$ cat src/rtl/alu_req_master_if.sv
// Bus bundle between the request/response layer, the ALU pin interface and alu_req_master.
// The master modport is the alu_req_master view; slave is the environment (stimulus + ALU).
interface alu_req_master_if #(
    parameter int unsigned WIDTH     = 8,
    parameter int unsigned CMD_WIDTH = 4
);
    // request channel
    logic                 req_valid;
    logic                 req_ready;
    logic                 req_mode;
    logic [CMD_WIDTH-1:0] req_cmd;
    logic [WIDTH-1:0]     req_opa;
    logic [WIDTH-1:0]     req_opb;
    logic                 req_cin;
    logic                 req_split;

    // ALU pins
    logic                 CE;
    logic                 MODE;
    logic [CMD_WIDTH-1:0] CMD;
    logic [WIDTH-1:0]     OPA;
    logic [WIDTH-1:0]     OPB;
    logic                 CIN;
    logic [1:0]           INP_VALID;
    logic [WIDTH:0]       RES;
    logic                 COUT;
    logic                 OFLOW;
    logic                 ERR;
    logic                 G;
    logic                 L;
    logic                 E;

    // response channel
    logic                 rsp_valid;
    logic                 rsp_ready;
    logic [WIDTH:0]       rsp_res;
    logic [5:0]           rsp_flags;

    modport master (
        input  req_valid, req_mode, req_cmd, req_opa, req_opb, req_cin, req_split,
        output req_ready,
        output CE, MODE, CMD, OPA, OPB, CIN, INP_VALID,
        input  RES, COUT, OFLOW, ERR, G, L, E,
        output rsp_valid, rsp_res, rsp_flags,
        input  rsp_ready
    );

    modport slave (
        output req_valid, req_mode, req_cmd, req_opa, req_opb, req_cin, req_split,
        input  req_ready,
        input  CE, MODE, CMD, OPA, OPB, CIN, INP_VALID,
        output RES, COUT, OFLOW, ERR, G, L, E,
        input  rsp_valid, rsp_res, rsp_flags,
        output rsp_ready
    );
endinterface

$ cat src/rtl/alu_req_master.sv
// Initiator for the ALU pin interface: takes one request, issues it to the ALU
// (optionally as two operand beats), waits the command latency, returns RES/flags.
module alu_req_master #(
    parameter int unsigned WIDTH     = 8,
    parameter int unsigned CMD_WIDTH = 4,
    parameter int unsigned DEF_LAT   = 1,
    parameter int unsigned MUL_LAT   = 3
) (
    input  logic              CLK,
    input  logic              RST,
    alu_req_master_if.master  bus,
    output logic              busy
);

    localparam int unsigned RES_W   = WIDTH + 1;
    localparam int unsigned MAX_LAT = (MUL_LAT > DEF_LAT) ? MUL_LAT : DEF_LAT;
    localparam int unsigned LAT_W   = (MAX_LAT < 2) ? 1 : $clog2(MAX_LAT + 1);

    localparam logic [CMD_WIDTH-1:0] CMD_MUL_A = CMD_WIDTH'(9);
    localparam logic [CMD_WIDTH-1:0] CMD_MUL_B = CMD_WIDTH'(10);

    typedef enum logic [2:0] {
        ST_IDLE    = 3'd0,
        ST_ISSUE_A = 3'd1,
        ST_ISSUE_B = 3'd2,
        ST_WAIT    = 3'd3,
        ST_RESP    = 3'd4
    } state_t;

    state_t state_q, state_d;

    // holding registers for the accepted request
    logic                 mode_hq,  mode_hd;
    logic [CMD_WIDTH-1:0] cmd_hq,   cmd_hd;
    logic [WIDTH-1:0]     opa_hq,   opa_hd;
    logic [WIDTH-1:0]     opb_hq,   opb_hd;
    logic                 cin_hq,   cin_hd;
    logic                 split_hq, split_hd;
    logic [LAT_W-1:0]     lat_hq,   lat_hd;
    logic [LAT_W-1:0]     cnt_q,    cnt_d;

    // registered outputs
    logic                 req_ready_q, req_ready_d;
    logic                 ce_q,        ce_d;
    logic                 mode_q,      mode_d;
    logic [CMD_WIDTH-1:0] cmd_q,       cmd_d;
    logic [WIDTH-1:0]     opa_q,       opa_d;
    logic [WIDTH-1:0]     opb_q,       opb_d;
    logic                 cin_q,       cin_d;
    logic [1:0]           inp_valid_q, inp_valid_d;
    logic                 rsp_valid_q, rsp_valid_d;
    logic [RES_W-1:0]     rsp_res_q,   rsp_res_d;
    logic [5:0]           rsp_flags_q, rsp_flags_d;
    logic                 busy_q,      busy_d;

    logic is_mul_c;

    // multiply variants take the long latency
    always_comb begin
        is_mul_c = bus.req_mode && ((bus.req_cmd == CMD_MUL_A) || (bus.req_cmd == CMD_MUL_B));
    end

    // next-state, holding-register and output-register computation
    always_comb begin
        state_d     = state_q;
        mode_hd     = mode_hq;
        cmd_hd      = cmd_hq;
        opa_hd      = opa_hq;
        opb_hd      = opb_hq;
        cin_hd      = cin_hq;
        split_hd    = split_hq;
        lat_hd      = lat_hq;
        cnt_d       = cnt_q;
        ce_d        = ce_q;
        mode_d      = mode_q;
        cmd_d       = cmd_q;
        opa_d       = opa_q;
        opb_d       = opb_q;
        cin_d       = cin_q;
        inp_valid_d = inp_valid_q;
        rsp_res_d   = rsp_res_q;
        rsp_flags_d = rsp_flags_q;

        case (state_q)
            ST_IDLE: begin
                if (bus.req_valid && req_ready_q) begin
                    mode_hd  = bus.req_mode;
                    cmd_hd   = bus.req_cmd;
                    opa_hd   = bus.req_opa;
                    opb_hd   = bus.req_opb;
                    cin_hd   = bus.req_cin;
                    split_hd = bus.req_split;
                    lat_hd   = is_mul_c ? LAT_W'(MUL_LAT) : LAT_W'(DEF_LAT);
                    state_d  = ST_ISSUE_A;
                end
            end
            ST_ISSUE_A: begin
                state_d = split_hq ? ST_ISSUE_B : ST_WAIT;
            end
            ST_ISSUE_B: begin
                state_d = ST_WAIT;
            end
            ST_WAIT: begin
                if (cnt_q == '0) begin
                    rsp_res_d   = bus.RES;
                    rsp_flags_d = {bus.ERR, bus.OFLOW, bus.COUT, bus.G, bus.L, bus.E};
                    state_d     = ST_RESP;
                end else begin
                    cnt_d = cnt_q - LAT_W'(1);
                end
            end
            ST_RESP: begin
                if (bus.rsp_ready) begin
                    state_d = ST_IDLE;
                end
            end
            default: begin
                state_d = ST_IDLE;
            end
        endcase

        // counter holds remaining WAIT cycles after the current one
        if ((state_d == ST_WAIT) && (state_q != ST_WAIT)) begin
            cnt_d = lat_hd - LAT_W'(1);
        end

        // ALU pins follow the state being entered so they are valid in that state's cycle
        case (state_d)
            ST_IDLE: begin
                ce_d        = 1'b0;
                mode_d      = 1'b0;
                cmd_d       = '0;
                opa_d       = '0;
                opb_d       = '0;
                cin_d       = 1'b0;
                inp_valid_d = 2'b00;
            end
            ST_ISSUE_A: begin
                ce_d        = 1'b1;
                mode_d      = mode_hd;
                cmd_d       = cmd_hd;
                cin_d       = cin_hd;
                opa_d       = opa_hd;
                opb_d       = split_hd ? '0 : opb_hd;
                inp_valid_d = split_hd ? 2'b01 : 2'b11;
            end
            ST_ISSUE_B: begin
                ce_d        = 1'b1;
                opb_d       = opb_hd;
                inp_valid_d = 2'b10;
            end
            ST_WAIT: begin
                ce_d        = 1'b1;
                inp_valid_d = 2'b00;
            end
            ST_RESP: begin
                ce_d        = 1'b0;
                inp_valid_d = 2'b00;
            end
            default: begin
                ce_d        = 1'b0;
                inp_valid_d = 2'b00;
            end
        endcase

        rsp_valid_d = (state_d == ST_RESP);
        busy_d      = (state_d != ST_IDLE);
        req_ready_d = (state_d == ST_IDLE);
    end

    // state, holding and output registers
    always_ff @(posedge CLK or negedge RST) begin
        if (!RST) begin
            state_q     <= ST_IDLE;
            mode_hq     <= 1'b0;
            cmd_hq      <= '0;
            opa_hq      <= '0;
            opb_hq      <= '0;
            cin_hq      <= 1'b0;
            split_hq    <= 1'b0;
            lat_hq      <= '0;
            cnt_q       <= '0;
            req_ready_q <= 1'b1;
            ce_q        <= 1'b0;
            mode_q      <= 1'b0;
            cmd_q       <= '0;
            opa_q       <= '0;
            opb_q       <= '0;
            cin_q       <= 1'b0;
            inp_valid_q <= 2'b00;
            rsp_valid_q <= 1'b0;
            rsp_res_q   <= '0;
            rsp_flags_q <= '0;
            busy_q      <= 1'b0;
        end else begin
            state_q     <= state_d;
            mode_hq     <= mode_hd;
            cmd_hq      <= cmd_hd;
            opa_hq      <= opa_hd;
            opb_hq      <= opb_hd;
            cin_hq      <= cin_hd;
            split_hq    <= split_hd;
            lat_hq      <= lat_hd;
            cnt_q       <= cnt_d;
            req_ready_q <= req_ready_d;
            ce_q        <= ce_d;
            mode_q      <= mode_d;
            cmd_q       <= cmd_d;
            opa_q       <= opa_d;
            opb_q       <= opb_d;
            cin_q       <= cin_d;
            inp_valid_q <= inp_valid_d;
            rsp_valid_q <= rsp_valid_d;
            rsp_res_q   <= rsp_res_d;
            rsp_flags_q <= rsp_flags_d;
            busy_q      <= busy_d;
        end
    end

    assign bus.req_ready = req_ready_q;
    assign bus.CE        = ce_q;
    assign bus.MODE      = mode_q;
    assign bus.CMD       = cmd_q;
    assign bus.OPA       = opa_q;
    assign bus.OPB       = opb_q;
    assign bus.CIN       = cin_q;
    assign bus.INP_VALID = inp_valid_q;
    assign bus.rsp_valid = rsp_valid_q;
    assign bus.rsp_res   = rsp_res_q;
    assign bus.rsp_flags = rsp_flags_q;
    assign busy          = busy_q;

endmodule

$ cat src/flat_wrapper.sv
// flat-port wrapper written by rule: the top's interface ports become plain ports
module alu_req_master_flat 
#(
    parameter int unsigned WIDTH     = 8,
    parameter int unsigned CMD_WIDTH = 4,
    parameter int unsigned DEF_LAT   = 1,
    parameter int unsigned MUL_LAT   = 3
)
  (CLK, RST, busy, bus_req_valid, bus_req_mode, bus_req_cmd, bus_req_opa, bus_req_opb, bus_req_cin, bus_req_split, bus_req_ready, bus_CE, bus_MODE, bus_CMD, bus_OPA, bus_OPB, bus_CIN, bus_INP_VALID, bus_RES, bus_COUT, bus_OFLOW, bus_ERR, bus_G, bus_L, bus_E, bus_rsp_valid, bus_rsp_res, bus_rsp_flags, bus_rsp_ready);
  alu_req_master_if #(.WIDTH(WIDTH), .CMD_WIDTH(CMD_WIDTH)) bus_i ();
  input  logic CLK;
  input  logic RST;
  output logic busy;
  input wire logic [$bits(bus_i.req_valid)-1:0] bus_req_valid;
  input wire logic [$bits(bus_i.req_mode)-1:0] bus_req_mode;
  input wire logic [$bits(bus_i.req_cmd)-1:0] bus_req_cmd;
  input wire logic [$bits(bus_i.req_opa)-1:0] bus_req_opa;
  input wire logic [$bits(bus_i.req_opb)-1:0] bus_req_opb;
  input wire logic [$bits(bus_i.req_cin)-1:0] bus_req_cin;
  input wire logic [$bits(bus_i.req_split)-1:0] bus_req_split;
  output wire logic [$bits(bus_i.req_ready)-1:0] bus_req_ready;
  output wire logic [$bits(bus_i.CE)-1:0] bus_CE;
  output wire logic [$bits(bus_i.MODE)-1:0] bus_MODE;
  output wire logic [$bits(bus_i.CMD)-1:0] bus_CMD;
  output wire logic [$bits(bus_i.OPA)-1:0] bus_OPA;
  output wire logic [$bits(bus_i.OPB)-1:0] bus_OPB;
  output wire logic [$bits(bus_i.CIN)-1:0] bus_CIN;
  output wire logic [$bits(bus_i.INP_VALID)-1:0] bus_INP_VALID;
  input wire logic [$bits(bus_i.RES)-1:0] bus_RES;
  input wire logic [$bits(bus_i.COUT)-1:0] bus_COUT;
  input wire logic [$bits(bus_i.OFLOW)-1:0] bus_OFLOW;
  input wire logic [$bits(bus_i.ERR)-1:0] bus_ERR;
  input wire logic [$bits(bus_i.G)-1:0] bus_G;
  input wire logic [$bits(bus_i.L)-1:0] bus_L;
  input wire logic [$bits(bus_i.E)-1:0] bus_E;
  output wire logic [$bits(bus_i.rsp_valid)-1:0] bus_rsp_valid;
  output wire logic [$bits(bus_i.rsp_res)-1:0] bus_rsp_res;
  output wire logic [$bits(bus_i.rsp_flags)-1:0] bus_rsp_flags;
  input wire logic [$bits(bus_i.rsp_ready)-1:0] bus_rsp_ready;
  assign bus_i.req_valid = bus_req_valid;
  assign bus_i.req_mode = bus_req_mode;
  assign bus_i.req_cmd = bus_req_cmd;
  assign bus_i.req_opa = bus_req_opa;
  assign bus_i.req_opb = bus_req_opb;
  assign bus_i.req_cin = bus_req_cin;
  assign bus_i.req_split = bus_req_split;
  assign bus_req_ready = bus_i.req_ready;
  assign bus_CE = bus_i.CE;
  assign bus_MODE = bus_i.MODE;
  assign bus_CMD = bus_i.CMD;
  assign bus_OPA = bus_i.OPA;
  assign bus_OPB = bus_i.OPB;
  assign bus_CIN = bus_i.CIN;
  assign bus_INP_VALID = bus_i.INP_VALID;
  assign bus_i.RES = bus_RES;
  assign bus_i.COUT = bus_COUT;
  assign bus_i.OFLOW = bus_OFLOW;
  assign bus_i.ERR = bus_ERR;
  assign bus_i.G = bus_G;
  assign bus_i.L = bus_L;
  assign bus_i.E = bus_E;
  assign bus_rsp_valid = bus_i.rsp_valid;
  assign bus_rsp_res = bus_i.rsp_res;
  assign bus_rsp_flags = bus_i.rsp_flags;
  assign bus_i.rsp_ready = bus_rsp_ready;
  alu_req_master #(.WIDTH(WIDTH), .CMD_WIDTH(CMD_WIDTH), .DEF_LAT(DEF_LAT), .MUL_LAT(MUL_LAT)) u_core (.CLK(CLK), .RST(RST), .bus(bus_i), .busy(busy));
endmodule
$ cat config.mk
export PLATFORM = sky130hd
export DESIGN_NAME = alu_req_master_flat
export DESIGN_NICKNAME = d
export VERILOG_FILES = /design/src/rtl/alu_req_master_if.sv /design/src/rtl/alu_req_master.sv /design/src/flat_wrapper.sv
export SDC_FILE = /design/constraint.sdc
export NUM_CORES = 1
export LEC_CHECK = 0
export ABC_CLOCK_PERIOD_IN_PS = 1700
export BUFFER_PORTS_ARGS = -buffer_cell sky130_fd_sc_hd__buf_2
export CORE_MARGIN = 4
export CORE_UTILIZATION = 44
export CTS_CLUSTER_SIZE = 40
export DETAILED_ROUTE_END_ITERATION = 12
export PLACE_DENSITY = 0.84
export SLEW_MARGIN = 10
export SYNTH_ARGS = -nofsm -noshare
export SYNTH_HDL_FRONTEND = slang
export SYNTH_SLANG_ARGS = --single-unit
$ cat constraint.sdc
create_clock -name CLK -period 1.7 [get_ports CLK]
set_clock_uncertainty 0.05 [all_clocks]
set_input_delay 0.17 -clock CLK [delete_from_list [all_inputs] [get_ports CLK]]
set_output_delay 0.17 -clock CLK [all_outputs]
set_load 0.01 [all_outputs]
======== Word level (Yosys, flattened, before mapping) ========
Index checks and enable logic that the tools add are counted.
operators by class
  add/sub/neg operators ................... 2
  eq/ne operators ......................... 12
  muxes and demuxes ....................... 32
  reduce and logical (&&, ||, !) cells .... 14
operators by type and width
  cell                                              number
  two-way mux 8 bit                                 5
  one-hot mux 8 bit (3 select lines)                1
  one-hot mux 8 bit (2 select lines)                1
  one-hot mux 3 bit (5 select lines)                1
  two-way mux 2 bit                                 7
  == test 3 x 2 -> 1 bit, second input constant     4
  two-way mux 3 bit                                 3
  == test 4 bit, second input constant              2
  two-way mux 1 bit                                 8
  two-way mux 4 bit                                 2
  one-hot mux 4 bit (2 select lines)                1
  == test 3 x 1 -> 1 bit, second input constant     2
  == test 3 bit, second input constant              2
  zero test 3 bit                                   2
  nonzero test 3 bit                                2
  one-hot mux 1 bit (2 select lines)                2
  one-hot mux 2 bit (2 select lines)                1
  AND reduction 2 bit                               2
  nonzero test 2 bit                                2
  subtractor 2 x 1 -> 2 bit, second input constant  2
  logical AND 1 bit                                 3
  != test 3 x 2 -> 1 bit, second input constant     1
  OR reduction 3 bit                                1
  zero test 2 bit                                   1
  2 further kinds                                   2
word-level totals
  flip-flop bits (word level) ............. 73
  input port bits ......................... 42
  output and inout port bits .............. 43
  logic and storage cells ................. 81

======== Longest topological paths before layout ========
Gate-level depths: netlist (run 1).
  depth in word-level cells ............... 8
  gate-level depth with buffers ........... 6
  mapped depth without buffers ............ 5

======== Least setup slack after synthesis (run 1) ========
OpenSTA, ideal clock, no wires.
  path kind ............................... register to register
  start point ............................. register u_core.state_q[2]
  end point ............................... register u_core.rsp_flags_q[0] (netlist: u_core.bus.rsp_flags[0])
  library setup time ...................... 125 ps
  arrival ................................. 1513 ps
  required time ........................... 1525 ps
  setup slack ............................. 12 ps
  cell stages (with the launch flop) ...... 6
  path buffers ............................ 2
  clock period less this slack ............ 1688 ps
  cell sequence ........................... dfrtp_1 > buf_2 > or3_4 > nor2_8 > buf_12 > mux2_4
on the way
  word-level cells in the longest chain between the ends .. 2
ends and longest elaborated chain
  what                           line                   RTL
  start, declared                alu_req_master.sv:30   state_t state_q, state_d;
  start signal, assigned         alu_req_master.sv:196  state_q <= state_d;
  == test 3 x 2 -> 1 bit         alu_req_master.sv:84   case (state_q)
  AND reduction 2 bit (no line)  n/a
  end signal, assigned           alu_req_master.sv:215  rsp_flags_q <= rsp_flags_d;
  end, declared                  alu_req_master.sv:53   logic [5:0] rsp_flags_q, rsp_flags_d;
No other way between the ends.
A chain may end at the register's enable or synchronous reset.

======== Final worst setup path (run 1) ========
  start point ............................. register u_core.state_q[0]
  end point ............................... register u_core.rsp_res_q[4] (netlist: u_core.bus.rsp_res[4])
on the way
  word-level cells in the longest chain between the ends .. 2
ends and longest elaborated chain
  what                           line                   RTL
  == test 3 x 2 -> 1 bit         alu_req_master.sv:84
  AND reduction 2 bit (no line)  n/a
  end signal, assigned           alu_req_master.sv:214  rsp_res_q <= rsp_res_d;
  end, declared                  alu_req_master.sv:52   logic [RES_W-1:0] rsp_res_q, rsp_res_d;
No other way between the ends.

==> results by stage, run 1 <==
Detailed routing:
- In the routed design, unresolved DRC markers number 0.
- Summed over all layers, the routed wires come to roughly 5500 um.
- The routed layout has between 1500 and 2000 vias.
- The number of nets still failing antenna checks after routing is 0.
- After the first detailed-routing iteration, the DRC count stood at 77.
- The first detailed-routing pass ran for 4 iterations.
- In the routed layout, each cell is associated on average with a via count of between 4 and 5.
- The detail-routed net length per standard cell is 14.97 um.

Final layout:
- The final core utilization is 0.6526.
- The number of standard cells in the layout, taps in and fillers out is 367.
- The number of antenna diodes in the final layout is 0.
- The number of nets in the layout is 334.
- The post-synthesis to final-layout area growth is 41.26%.
- The share of cells above drive strength 1 is 0.4882.
- The layout has approximately 380 filler cells.

Floorplanning:
- The overall die area is 6674 um^2.
- Row generation in the floorplan step produced 26 rows.
- The effective utilization at floorplan is 0.4620.
- In this run the count of I/O pins placed on the die edge is 85.
- The die boundary height is 81.70 um.
- The core region area is 5172 um^2.
- In this run the horizontal extent of the chip is 81.70 um.

Worst setup path:
- At the worst endpoint, the arrival time is 1.81 ns.
- The worst setup path is launched from a flop.
- The capturing element type of the critical path is a flop.
- The peak fanout along the critical path is 9.
- The critical path is of the reg2reg type.
- In this run the register-to-register setup slack is 0.05 ns.
- For the worst setup path, the data required time is 1.86 ns.

Power and ir drop:
- The worst ir drop on vdd is 0.8489 mV.
- For this design the ratio of total power to cell area is 1836 nW/um^2.
- Power comes to between 6 and 7 mW.
- In this run the static leakage power is 1.776 nW.

Logic synthesis:
- By count the netlist is led by sky130_fd_sc_hd__dfrtp_1 (58), sky130_fd_sc_hd__nand2_1 (27), sky130_fd_sc_hd__a22o_1 (14).
- After synthesis, the cell types taking the most area are sky130_fd_sc_hd__dfrtp_1 (61%), sky130_fd_sc_hd__mux2_4 (6.3%), sky130_fd_sc_hd__a22o_1 (5.1%), sky130_fd_sc_hd__nand2_1 (4.2%), sky130_fd_sc_hd__a221o_1 (2.9%).
- The number of warnings printed during yosys synthesis is 0.
- In this run, distinct cell masters in the synthesized netlist total 38.
- The total nets after synthesis is 221.
- Of the post-synthesis cell area, the dominant cell type holds 0.6073.
- sky130_fd_sc_hd__dfrtp_1 is the most common cell in the netlist.
- The cell count after synthesis came out at 179.
- A synthesized cell averages 13.35 um^2.
- The fraction of registers with async set/reset is 1.000.
- Yosys mapped a number of flops with a built-in enable equal to 0.
- The total of flip-flops plus latches after synthesis is 59.
- The cell accounting for the most synthesized area is sky130_fd_sc_hd__dfrtp_1.
- The netlist area before placement is roughly 2400 um^2.
- The sequential area share after synthesis is 0.6183.
- The most common flop cell mapped by yosys is sky130_fd_sc_hd__dfrtp_1.

Clocking:
- The TritonCTS buffer count is 9.
- Counting every sink on the clock net gives 59.
- For the worst-skew pair, the clock arrives at the later sink with an insertion delay of approximately 0.33 ns.
- The tree is rooted in a sky130_fd_sc_hd__clkbuf_8.
- After clock tree synthesis, the clock-pin slew on the worst setup and hold paths is ~0.060 ns.
- The TritonCTS clock tree is yes.
- The number of H-tree levels is 3.
- The deepest clock path buffer count is 2.

STA:
- The final setup TNS is 0 ns.
- Dividing the final minimum period by the clock period gives 0.9689.
- The final count of pins violating max slew was 0.
- The routed design could run at a clock period as short as 1.647 ns.
- The setup violation total in the final timing report is 0.
- Timing would allow up to 607.1 MHz.
- At the pin with the least slew margin, the transition time is 0.4793 ns.
- Setup repair after global routing could not meet its margin everywhere.
- Final hold analysis gives a worst-case slack of 0.02209 ns.
- The final hold violation count is 0.
- The worst slew margin relative to its limit is 0.6805.

GRT:
- The number of antenna violations at the first check in global routing is 0.
- The largest net degree at the start of global routing is 30.
- The via count of the first global-routing pass is 1807.
- The first-pass GRT wire length is about 8600 um.
- The remaining global-route overflow is 0.
- For this run, the total global-route usage over all layers was measured as 0.1751.

Place:
- The half-perimeter wire length after placement is 3856 um.
- The cell count after placement is 338.
- The number of buffers added on ports is 84.
- At the end of routability-driven placement, the weighted congestion stood at 0.7721.

Status:
- The flow ran to the end, and the final reports show no timing, DRC or antenna violations.

Run:
- The max-cap violation count is 0.

Worst hold path:
- The class of the most critical hold timing path is in2reg.
[what timing repair did]
action	CTS	global route
setup buffers	3	0
endpoints found under the setup margin	11	37
hold endpoints to repair	25	1
hold buffers	9	1
gates resized for setup	0	4
pin swaps	1	1
[flip-flops by register name, indices dropped and copies added (netlist names), 2 cells and up]
register,flops
u_core.bus.INP_VALID,2
u_core.lat_hq,2
u_core.state_q,3
u_core.opb_hq,8
u_core.bus.rsp_flags,6
u_core.cnt_q,2
u_core.bus.OPB,8
u_core.bus.CMD,4
u_core.bus.rsp_res,9
u_core.bus.OPA,8
[layer usage]
metal / share of wire / track usage / up-vias
met2: 0.46 / 0.2866 / 79
met1: 0.43 / 0.2139 / 851
li1: - / - / 857
met3: 0.099 / 0.05811 / 6
met4: 0.0080 / 0.06977 / 0
met5: 0 / 0 / -
[stage by stage]
| stage | cell area, um^2 | setup WS, ns |
|---|---|---|
| 5_1_grt | 3376 | -0.0008304 |
| 3_5_place_dp | 2949 | -0.04276 |
| 3_3_place_gp | 2949 | 0.03887 |
| 6_report | 3376 | 0.05295 |
| 4_1_cts | 3349 | 0.005695 |
| 2_1_floorplan | 2390 | 0.01225 |
[worst max-delay path, cell delays in order (launching register included)]
cell,delay [ns]
sky130_fd_sc_hd__dfrtp_2,0.42
sky130_fd_sc_hd__nand2_2,0.07
sky130_fd_sc_hd__or3_4,0.38
sky130_fd_sc_hd__nor2_8,0.13
sky130_fd_sc_hd__buf_12,0.15
sky130_fd_sc_hd__mux2_2,0.33
[worst paths after layout]
kind                            cells after the start                                 to                         from
min in group asynchronous                           2        u_core.state_q[0]$_DFF_PN0_                          RST
worst min register to register                      2         u_core.opb_hq[4]$_DFF_PN0_   u_core.opb_hq[4]$_DFF_PN0_
max in group asynchronous                           3      u_core.bus.OPA[0]$_DFFE_PN0P_                          RST
worst max-delay path                                5  u_core.bus.rsp_res[4]$_DFFE_PN0P_  u_core.state_q[0]$_DFF_PN0_
worst min-delay path                                2  u_core.bus.rsp_res[0]$_DFFE_PN0P_                   bus_RES[0]
worst max register to register                      5  u_core.bus.rsp_res[4]$_DFFE_PN0P_  u_core.state_q[0]$_DFF_PN0_
[layout by cell type, fill, tap and decap left out, drive strengths merged, types with 2 or more instances in the layout]
cell type,count
buf,99
dfrtp,58
nand2,28
mux2,16
a22o,14
clkbuf,12
dlygate4sd3,10
and2,7
a221o,7
o21ai,7
nor2,6
bufinv,4
inv,4
a21oi,3
or2,3
mux2i,3
xnor2,2
[power by group]
part / leakage (nW) / internal, mW / switching, mW
Sequential: 0.752 / 1.96 / 0.301
Clock: 0.137 / 1.20 / 0.522
Combinational: 0.888 / 1.15 / 1.07
[cell families after synthesis]
kind of cell | share of synthesized area
AOI/OAI and AO/OA | 0.1173
xor gates and xnor gates | 0.007331
and+or+nand+nor | 0.1257
buffers and inverters | 0.02775
DFF | 0.6183
muxes | 0.1037
[cell type report]
type	count	area (um^2)	area share
Clock inverter	4	120.1	0.03558
Timing Repair Buffer	109	658.1	0.1950
Sequential cell	59	1479	0.4381
Multi-Input combinational cell	109	860.8	0.2550
Tap cell	70	87.58	0.02595
Inverter	4	15.01	0.004448
Clock buffer	12	155.1	0.04596
Note: power is estimated with default switching activity, not from simulation.
==> inputs of run 2 (changes only) <==
Settings changed: ABC_AREA from default to 1, CORE_UTILIZATION 44 to 43, PLACE_DENSITY 0.84 to 0.83.
==> run 2 against run 1 <==
  * Sequential power decreased by 3%
  * Via count increased by 4.1%
  * Non-clock buffer count decreased by 16
  * Combinational power increased by 7%
  * Setup slack improved by 0.075 ns
  * Total power decreased by 5.4%
  * Fmax increased by 4.8%
  * Die area about the same
  * Critical path type unchanged
  * First-iteration DRC count decreased by 12%
  * Largest power group is now combinational cells
==> results by stage, run 2 <==
Place:
- The cell area after placement is 2851 um^2 (was 2949 um^2).
- The cell count after placement was 387 (was 338).
- The half-perimeter wire length after placement is 3527 um (was 3856 um).
- The routability congestion estimate from global placement is 0.8479 (was 0.7721).
- The number of buffers added on ports is 84 (unchanged).

Worst setup path:
- The data arrival time of the critical path was 1.74 ns (was 1.81 ns).
- The cell with the largest stage delay on the worst path is sky130_fd_sc_hd__dfrtp_1 (was sky130_fd_sc_hd__dfrtp_2).
- CP cell instances: inv_2 -> nand3_1 -> o21ai_1 -> nand2_1 -> nand2_1 -> inv_1 -> nand2_1 -> nand2_1 -> nand2_1 -> nand2_1 (was nand2_2 -> or3_4 -> nor2_8 -> buf_12 -> mux2_2).
- The origin of the critical flop-to-flop path is u_core.state_q[2]$_DFF_PN0_ (was u_core.state_q[0]$_DFF_PN0_).
- The origin of the worst setup path is u_core.state_q[2]$_DFF_PN0_ (was u_core.state_q[0]$_DFF_PN0_).
- The capturing element type of the critical path is a flop (unchanged).
- The critical setup path kind is reg2reg (unchanged).
- The cell occurring most often along the worst timing path is sky130_fd_sc_hd__nand2_1.
- The longest individual stage delay on the worst path came to 0.40 ns (was 0.42 ns).
- The peak fanout along the critical path is 4 (was 9).
- The critical path startpoint category is a flop (unchanged).
- The required time of the worst setup path is 1.87 ns (was 1.86 ns).

Logic synthesis:
- The synthesized instance count is 235 (was 179).
- The cell accounting for the most synthesized area is sky130_fd_sc_hd__dfrtp_1 (unchanged).
- The count of cell types in the netlist is 22 (was 38).
- The most common flop cell mapped by yosys is sky130_fd_sc_hd__dfrtp_1 (unchanged).
- Most frequent cells after synthesis: sky130_fd_sc_hd__nand2_1 (87), sky130_fd_sc_hd__dfrtp_1 (58), sky130_fd_sc_hd__inv_1 (25) (was sky130_fd_sc_hd__dfrtp_1 (58), sky130_fd_sc_hd__nand2_1 (27), sky130_fd_sc_hd__a22o_1 (14)).
- The fraction of synthesized cell area taken by the top area cell type was 0.6220 (was 0.6073).
- The sequential area share after synthesis was 0.6332 (was 0.6183).
- The total of flip-flops plus latches after synthesis is 59 (unchanged).
- Most area-consuming cells after synthesis: sky130_fd_sc_hd__dfrtp_1 (62%), sky130_fd_sc_hd__nand2_1 (14%), sky130_fd_sc_hd__mux2_2 (7.2%), sky130_fd_sc_hd__inv_1 (4.0%), sky130_fd_sc_hd__o21ai_0 (2.8%) (was sky130_fd_sc_hd__dfrtp_1 (61%), sky130_fd_sc_hd__mux2_4 (6.3%), sky130_fd_sc_hd__a22o_1 (5.1%), sky130_fd_sc_hd__nand2_1 (4.2%), sky130_fd_sc_hd__a221o_1 (2.9%)).
- The number of synthesized flops with an enable pin is 0 (unchanged).
- The fraction of registers with async set/reset came to 1.000 (unchanged).
- The number of warnings printed during yosys synthesis is 0 (unchanged).
- The post-synthesis average cell area is 9.930 um^2 (was 13.35 um^2).
- The netlist area before placement is 2333 um^2 (was 2390 um^2).
- The most repeated cell in the gate-level netlist after synthesis is sky130_fd_sc_hd__nand2_1 (was sky130_fd_sc_hd__dfrtp_1).
- The total nets after synthesis is 277 (was 221).

STA:
- RSZ-0062 raised after global routing: yes (unchanged).
- The final critical path time including I/O delays and setup is 1.572 ns (was 1.647 ns).
- The setup violation total in the final timing report came to 0 (unchanged).
- The worst hold slack is 0.02032 ns (was 0.02209 ns).
- The final cycle utilization of the critical path is 0.9249 (was 0.9689).
- The worst slew margin relative to its limit came to 0.7329 (was 0.6805).
- The final count of pins violating max slew is 0 (unchanged).
- The final hold violation count came to 0 (unchanged).
- The highest attainable clock frequency came to 636.0 MHz (was 607.1 MHz).
- The worst-margin pin slew is 0.4006 ns (was 0.4793 ns).

Floorplanning:
- The effective utilization at floorplan is 0.4511 (was 0.4620).
- The die boundary width is 81.67 um (was 81.70 um).
- The number of placed I/O pins is 85 (unchanged).
- The overall die area is 6669 um^2 (was 6674 um^2).
- The total number of placement rows is 26 (unchanged).
- The die boundary height is 81.67 um (was 81.70 um).
- The core region area came to 5172 um^2 (unchanged).

Final layout:
- The area of all sequential standard cells is 1478 um^2 (was 1479 um^2).
- The number of filler cells placed in the layout is 473 (was 375).
- The most common cell after layout, fill and taps aside was sky130_fd_sc_hd__nand2_1 (was sky130_fd_sc_hd__buf_2).
- The total inserted antenna cells is 0 (unchanged).
- The total area of multi-input combinational cells was 742.0 um^2 (was 860.8 um^2).
- The number of flip-flops under the largest register name is 9 (unchanged).
- Commonest cells after routing, fill and taps aside: sky130_fd_sc_hd__nand2_1 (86), sky130_fd_sc_hd__buf_2 (84), sky130_fd_sc_hd__dfrtp_1 (58) (was sky130_fd_sc_hd__buf_2 (84), sky130_fd_sc_hd__dfrtp_1 (57), sky130_fd_sc_hd__nand2_1 (27)).
- The share of cells above drive strength 1 came to 0.4018 (was 0.4882).
- The number of nets in the layout is 373 (was 334).
- The post-synthesis to final-layout area growth is 33.83% (was 41.26%).
- The final non-filler cell area is 3123 um^2 (was 3376 um^2).
- The number of standard cells in the layout, taps in and fillers out is 406 (was 367).

Clocking:
- The number of buffers added for setup after CTS is 0 (was 3).
- The TritonCTS buffer count is 9 (unchanged).
- The clock tree root buffer cell is sky130_fd_sc_hd__clkbuf_8 (unchanged).
- The clock-pin slew reported for the worst setup and hold paths after clock tree synthesis came to 0.06 ns (about the same).
- The later-pin clock latency in the skew report is 0.33 ns (about the same).
- The number of H-tree levels is 3 (unchanged).
- The TritonCTS clock tree is yes (unchanged).
- The deepest clock path buffer count was 2 (unchanged).
- The TritonCTS sink count is 59 (unchanged).

Detailed routing:
- The detail-routed net length per standard cell came to 12.07 um (was 14.97 um).
- The number of iterations in the first detailed-routing pass is 4 (unchanged).
- The number of vias after detailed routing came to 1867 (was 1793).
- The DRC violation total after the first TritonRoute iteration is 68 (was 77).
- The number of nets still failing antenna checks after routing was 0 (unchanged).
- The detail-routed via count per cell was 4.599 (was 4.886).
- The total wire length came to 4900 um (was 5493 um).
- The number of remaining DRC errors is 0 (unchanged).

GRT:
- The largest net degree at the start of global routing came to 45 (was 30).
- The remaining global-route overflow is 0 (unchanged).
- The overall track demand over capacity in global routing is 0.1655 (was 0.1751).
- The first-pass GRT wire length was 8217 um (was 8562 um).
- The number of antenna violations at the first check in global routing is 0 (unchanged).
- The via count of the first global-routing pass is 1854 (was 1807).

Power and ir drop:
- The worst ir drop on vdd came to 0.7010 mV (was 0.8489 mV).
- The total power of the final layout is 5.862 mW (was 6.197 mW).
- The leakage power figure is 1.777 nW (was 1.776 nW).
- The power density relative to cell area is 1877 nW/um^2 (was 1836 nW/um^2).

Worst hold path:
- The worst hold path startpoint is bus_RES[6] (was bus_RES[0]).
- The class of the most critical hold timing path is in2reg (unchanged).

Status:
- Status: complete, no violations (unchanged).

Run:
- The max-cap violation count is 0 (unchanged).
-- run 2: cell types whose count changed after synthesis, moves of 5 or more --
cell,change
sky130_fd_sc_hd__inv_1,+22
sky130_fd_sc_hd__mux2_2,+9
sky130_fd_sc_hd__mux2_4,-10
sky130_fd_sc_hd__o21ai_0,+9
sky130_fd_sc_hd__nand2_1,+60
sky130_fd_sc_hd__a221o_1,-7
sky130_fd_sc_hd__nand3_1,+5
sky130_fd_sc_hd__a22o_1,-14
sky130_fd_sc_hd__and2_1,-7
-- run 2: routing by layer --
layer | vias to the layer above | GRT usage | wire (um)
met1 | 872 | 0.1939 | 1965
li1 | 918 | - | -
met2 | 64 | 0.2793 | 2454
met4 | 0 | 0.08638 | 93
met5 | - | 0 | 0
met3 | 13 | 0.04276 | 387
-- run 2: area by class of cell --
class / count / area share
Sequential cell: 59 / 0.4732
Multi-Input combinational cell: 141 / 0.2376
Timing Repair Buffer: 93 / 0.1627
Clock buffer: 15 / 0.05649
Inverter: 27 / 0.03245
Tap cell: 70 / 0.02804
Clock inverter: 1 / 0.009615
-- run 2: what timing repair did --
action                                  in CTS  in global routing
resized for setup                            0                 10
endpoints found under the setup margin       0                 13
endpoints found under the hold margin       17                  0
hold buffers                                 3                  0
-- run 2: power by group --
group,switching (mW),internal [mW],leakage (nW)
sequential,0.241,1.96,0.746
clock,0.500,0.800,0.104
combinational,1.40,0.964,0.927
-- run 2: per-stage QoR --
| step | setup slack [ns] | util | TNS [ns] |
|---|---|---|---|
| after floorplan | 0.2509 | - | 0 |
| after global placement | 0.1270 | 0.5513 | 0 |
| after detailed placement | 0.08950 | 0.5513 | 0 |
| after CTS | 0.06607 | 0.5970 | 0 |
| after global routing | -0.05058 | 0.6038 | -0.1771 |
| final | 0.1276 | 0.6038 | 0 |
-- run 2: worst max-delay path, delay by kind of cell (launching register included) --
| family | cells | cell delay (ns) |
|---|---|---|
| AOI/OAI and AO/OA | 1 | 0.29 |
| buffers and inverters | 2 | 0.16 |
| DFF | 1 | 0.40 |
| and+or+nand+nor | 7 | 0.58 |
-- run 2: final timing paths --
check,end,slack [ns],depth (start not counted)
max,u_core.cnt_q[1]$_DFFE_PN0P_,0.13,10
min,u_core.bus.rsp_res[6]$_DFFE_PN0P_,0.02,2
max reg2reg,u_core.cnt_q[1]$_DFFE_PN0P_,0.13,10
min reg2reg,u_core.lat_hq[0]$_DFF_PN0_,0.42,2
max in group asynchronous,u_core.bus.req_ready$_DFF_PN1_,0.72,3
min in group asynchronous,u_core.busy$_DFF_PN0_,0.26,2
-- run 2: cells by family after synthesis --
| kind of cell | synth area share |
|---|---|
| and+or+nand+nor | 0.1898 |
| DFF | 0.6332 |
| buffers and inverters | 0.06381 |
| AOI/OAI and AO/OA | 0.04075 |
| muxes | 0.07239 |
==> inputs of run 3 (changes only) <==
--- a/config.mk
+++ b/config.mk
@@ -10,2 +10,3 @@
 export BUFFER_PORTS_ARGS = -buffer_cell sky130_fd_sc_hd__buf_2
+export CAP_MARGIN = 30
 export CORE_MARGIN = 4
@@ -15,2 +16,3 @@
 export PLACE_DENSITY = 0.83
+export SKIP_CTS_REPAIR_TIMING = 1
 export SLEW_MARGIN = 10
--- a/constraint.sdc
+++ b/constraint.sdc
@@ -4,2 +4,2 @@
 set_output_delay 0.17 -clock CLK [all_outputs]
-set_load 0.01 [all_outputs]
+set_load 0.005 [all_outputs]
==> run 3 against run 2 <==
  * Non-clock buffer count is 2 lower
  * Worst hold slack worse by 0.0074 ns
  * Cell count decreased by 0.49%
  * Sequential share of layout area up 0.11 points
  * Final area is 0.24% lower
  * Critical path depth shrank 2
  * Sequential power barely moved
  * Die area is the same
  * Total power down 1.7%
  * Combinational power decreased by 5%
  * Clock-buffer cell count did not move
  * Routed wire length is 0.12% higher
  * Critical path type unchanged
  * Critical endpoint is now u_core.bus.OPA[5]$_DFFE_PN0P_
  * Largest power group unchanged
==> results by stage, run 3 (synthesis gave the netlist of run 2 again) <==
Status:
- Status: complete, no violations (unchanged).

Final layout:
- The number of nets in the layout is 371 (was 373).
- The number of filler cells placed in the layout is 471 (was 473).
- The total inserted antenna cells is 0 (unchanged).
- The most common cell after layout, fill and taps aside is sky130_fd_sc_hd__nand2_1 (unchanged).
- The number of flip-flops under the largest register name is 9 (unchanged).
- The share of cells above drive strength 1 was 0.4132 (was 0.4018).
- The final core utilization was 0.6023 (was 0.6038).
- Commonest cells after routing, fill and taps aside: sky130_fd_sc_hd__nand2_1 (86), sky130_fd_sc_hd__buf_2 (84), sky130_fd_sc_hd__dfrtp_1 (58) (unchanged).
- The post-synthesis to final-layout area growth is 33.51% (was 33.83%).

Clocking:
- The clock tree root buffer cell is sky130_fd_sc_hd__clkbuf_8 (unchanged).
- The clock-pin slew reported for the worst setup and hold paths after clock tree synthesis is 0.06 ns (about the same).
- The TritonCTS sink count is 59 (unchanged).
- The number of H-tree levels was 3 (unchanged).
- The TritonCTS clock tree is yes (unchanged).
- The TritonCTS buffer count came to 9 (unchanged).
- The deepest clock path buffer count is 2 (unchanged).
- The later-pin clock latency in the skew report is 0.33 ns (about the same).

STA:
- The worst hold slack is 0.01290 ns (was 0.02032 ns).
- The final cycle utilization of the critical path is 0.9233 (was 0.9249).
- The highest attainable clock frequency is 637.1 MHz (was 636.0 MHz).
- The setup violation total in the final timing report came to 0 (unchanged).
- The final hold violation count was 0 (unchanged).
- The worst-margin pin slew is 0.4002 ns (was 0.4006 ns).
- The final critical path time including I/O delays and setup is 1.570 ns (was 1.572 ns).
- The final setup TNS is 0 ns (unchanged).
- The worst slew margin relative to its limit is 0.7332 (was 0.7329).
- The final worst slack is 0.1304 ns (was 0.1276 ns).
- The final count of pins violating max slew is 0 (unchanged).

GRT:
- The first-pass GRT wire length is 8162 um (was 8217 um).
- The remaining global-route overflow is 0 (unchanged).
- The number of antenna violations at the first check in global routing came to 0 (unchanged).
- The largest net degree at the start of global routing is 45 (unchanged).
- The via count of the first global-routing pass is 1817 (was 1854).
- The overall track demand over capacity in global routing is 0.1644 (was 0.1655).

Power and ir drop:
- The part of the power in the clock network was 0.225 (was 0.222).
- The sequential fraction of design power came to 0.383 (was 0.375).
- The part of the total power dissipated in combinational logic came to 0.392 (was 0.404).
- The total power of the final layout came to 5.765 mW (was 5.862 mW).
- The worst ir drop on vdd is 0.6918 mV (was 0.7010 mV).
- The net switching power figure is 2.041 mW (was 2.142 mW).
- The leakage power figure is 1.771 nW (was 1.777 nW).
- The power density relative to cell area is 1850 nW/um^2 (was 1877 nW/um^2).
- The design internal power is 3.724 mW (was 3.719 mW).
- The switching part of the total power was 0.3540 (was 0.3655).

Floorplanning:
- The die boundary width was 81.67 um (unchanged).
- The effective utilization at floorplan is 0.4511 (unchanged).
- The die boundary height is 81.67 um (unchanged).
- The overall die area came to 6669 um^2 (unchanged).
- The number of placed I/O pins is 85 (unchanged).
- The core region area is 5172 um^2 (unchanged).
- The total number of placement rows is 26 (unchanged).

Worst setup path:
- The critical setup path kind was reg2reg (unchanged).
- The cell with the largest stage delay on the worst path is sky130_fd_sc_hd__dfrtp_1 (unchanged).
- The data arrival time of the critical path is 1.72 ns (was 1.74 ns).
- The required time of the worst setup path is 1.86 ns (was 1.87 ns).
- The longest individual stage delay on the worst path is 0.43 ns (was 0.40 ns).
- The capturing element type of the critical path is a flop (unchanged).
- CP cell instances: nand2_2 -> nor2_4 -> o21ai_1 -> nand3_2 -> or2_4 -> buf_4 -> nand2_1 -> o21ai_0 (was inv_2 -> nand3_1 -> o21ai_1 -> nand2_1 -> nand2_1 -> inv_1 -> nand2_1 -> nand2_1 -> nand2_1 -> nand2_1).
- The critical path startpoint category is a flop (unchanged).
- The peak fanout along the critical path is 14 (was 4).

Worst hold path:
- The class of the most critical hold timing path is in2reg (unchanged).

Detailed routing:
- The number of vias after detailed routing is 1852 (was 1867).
- The number of remaining DRC errors is 0 (unchanged).
- The number of iterations in the first detailed-routing pass is 4 (unchanged).
- The DRC violation total after the first TritonRoute iteration is 84 (was 68).
- The detail-routed via count per cell is 4.584 (was 4.599).
- The total wire length was 4906 um (was 4900 um).
- The number of nets still failing antenna checks after routing came to 0 (unchanged).
- The detail-routed net length per standard cell came to 12.14 um (was 12.07 um).

Run:
- The max-cap violation count came to 0 (unchanged).

Place:
- The half-perimeter wire length after placement is 3527 um (unchanged).
- The number of buffers added on ports is 84 (unchanged).
- The minimum setup slack after placement was 0.08950 ns (unchanged).
- The routability congestion estimate from global placement is 0.8479 (unchanged).
[run 3: changes by cell type in the layout (fill, tap and decap cells not counted)]
cell                            change
sky130_fd_sc_hd__dlygate4sd3_1      -2
sky130_fd_sc_hd__nand3_2            +2
sky130_fd_sc_hd__inv_4              +1
sky130_fd_sc_hd__inv_1              -1
sky130_fd_sc_hd__nand3_1            -2
[run 3: power by group through the flow]
stage	clock [mW]	combinational (mW)	sequential, mW
final	1.30	2.26	2.21
after floorplan	0	1.40	2.23
after global placement	0	2.05	2.19
after CTS	1.33	2.13	2.20
after global routing	1.41	2.60	2.26
after detailed placement	0	2.14	2.22
[run 3: path summary, 6_finish.rpt]
path / startpoint / endpoint / slack (ns) / cells after the start
max: u_core.state_q[1]$_DFF_PN0_ / u_core.bus.OPA[5]$_DFFE_PN0P_ / 0.13 / 8
min: bus_req_opb[6] / u_core.opb_hq[6]$_DFF_PN0_ / 0.01 / 3
max reg2reg: u_core.state_q[1]$_DFF_PN0_ / u_core.bus.OPA[5]$_DFFE_PN0P_ / 0.13 / 8
min reg2reg: u_core.bus.MODE$_DFFE_PN0P_ / u_core.bus.MODE$_DFFE_PN0P_ / 0.42 / 2
max in group asynchronous: RST / u_core.bus.req_ready$_DFF_PN1_ / 0.72 / 3
min in group asynchronous: RST / u_core.busy$_DFF_PN0_ / 0.26 / 2
[run 3: layout make-up]
class	instances	area, um^2	share of cell area
tap	70	87.58	0.02811
timing repair buffer	91	488.0	0.1566
multi-input combinational	141	752.0	0.2414
sequential	59	1478	0.4743
inverter	27	103.9	0.03333
clock inverter	1	30.03	0.009639
clock buffer	15	176.4	0.05663
[run 3: routing by layer]
layer	GRT usage	up-vias	wire [um]
met5	0	-	0
met4	0.08472	0	92
met3	0.04386	11	356
met2	0.2744	59	2451
met1	0.1946	868	2005
li1	-	914	-
[run 3: worst max-delay path: cells and delay by family, from the launching register on]
kind / cells / cell delay (ns)
AO/OA/AOI/OAI: 2 / 0.19
flip-flops: 1 / 0.43
AND/OR/NAND/NOR: 5 / 0.59
buffers and inverters: 1 / 0.18
[run 3: per-stage QoR]
step | instances | cell area, um^2
after global routing | 404 | 3115
after detailed placement | 387 | 2851
final | 404 | 3115
after CTS | 403 | 3058
after global placement | 387 | 2851
after floorplan | 235 | 2333
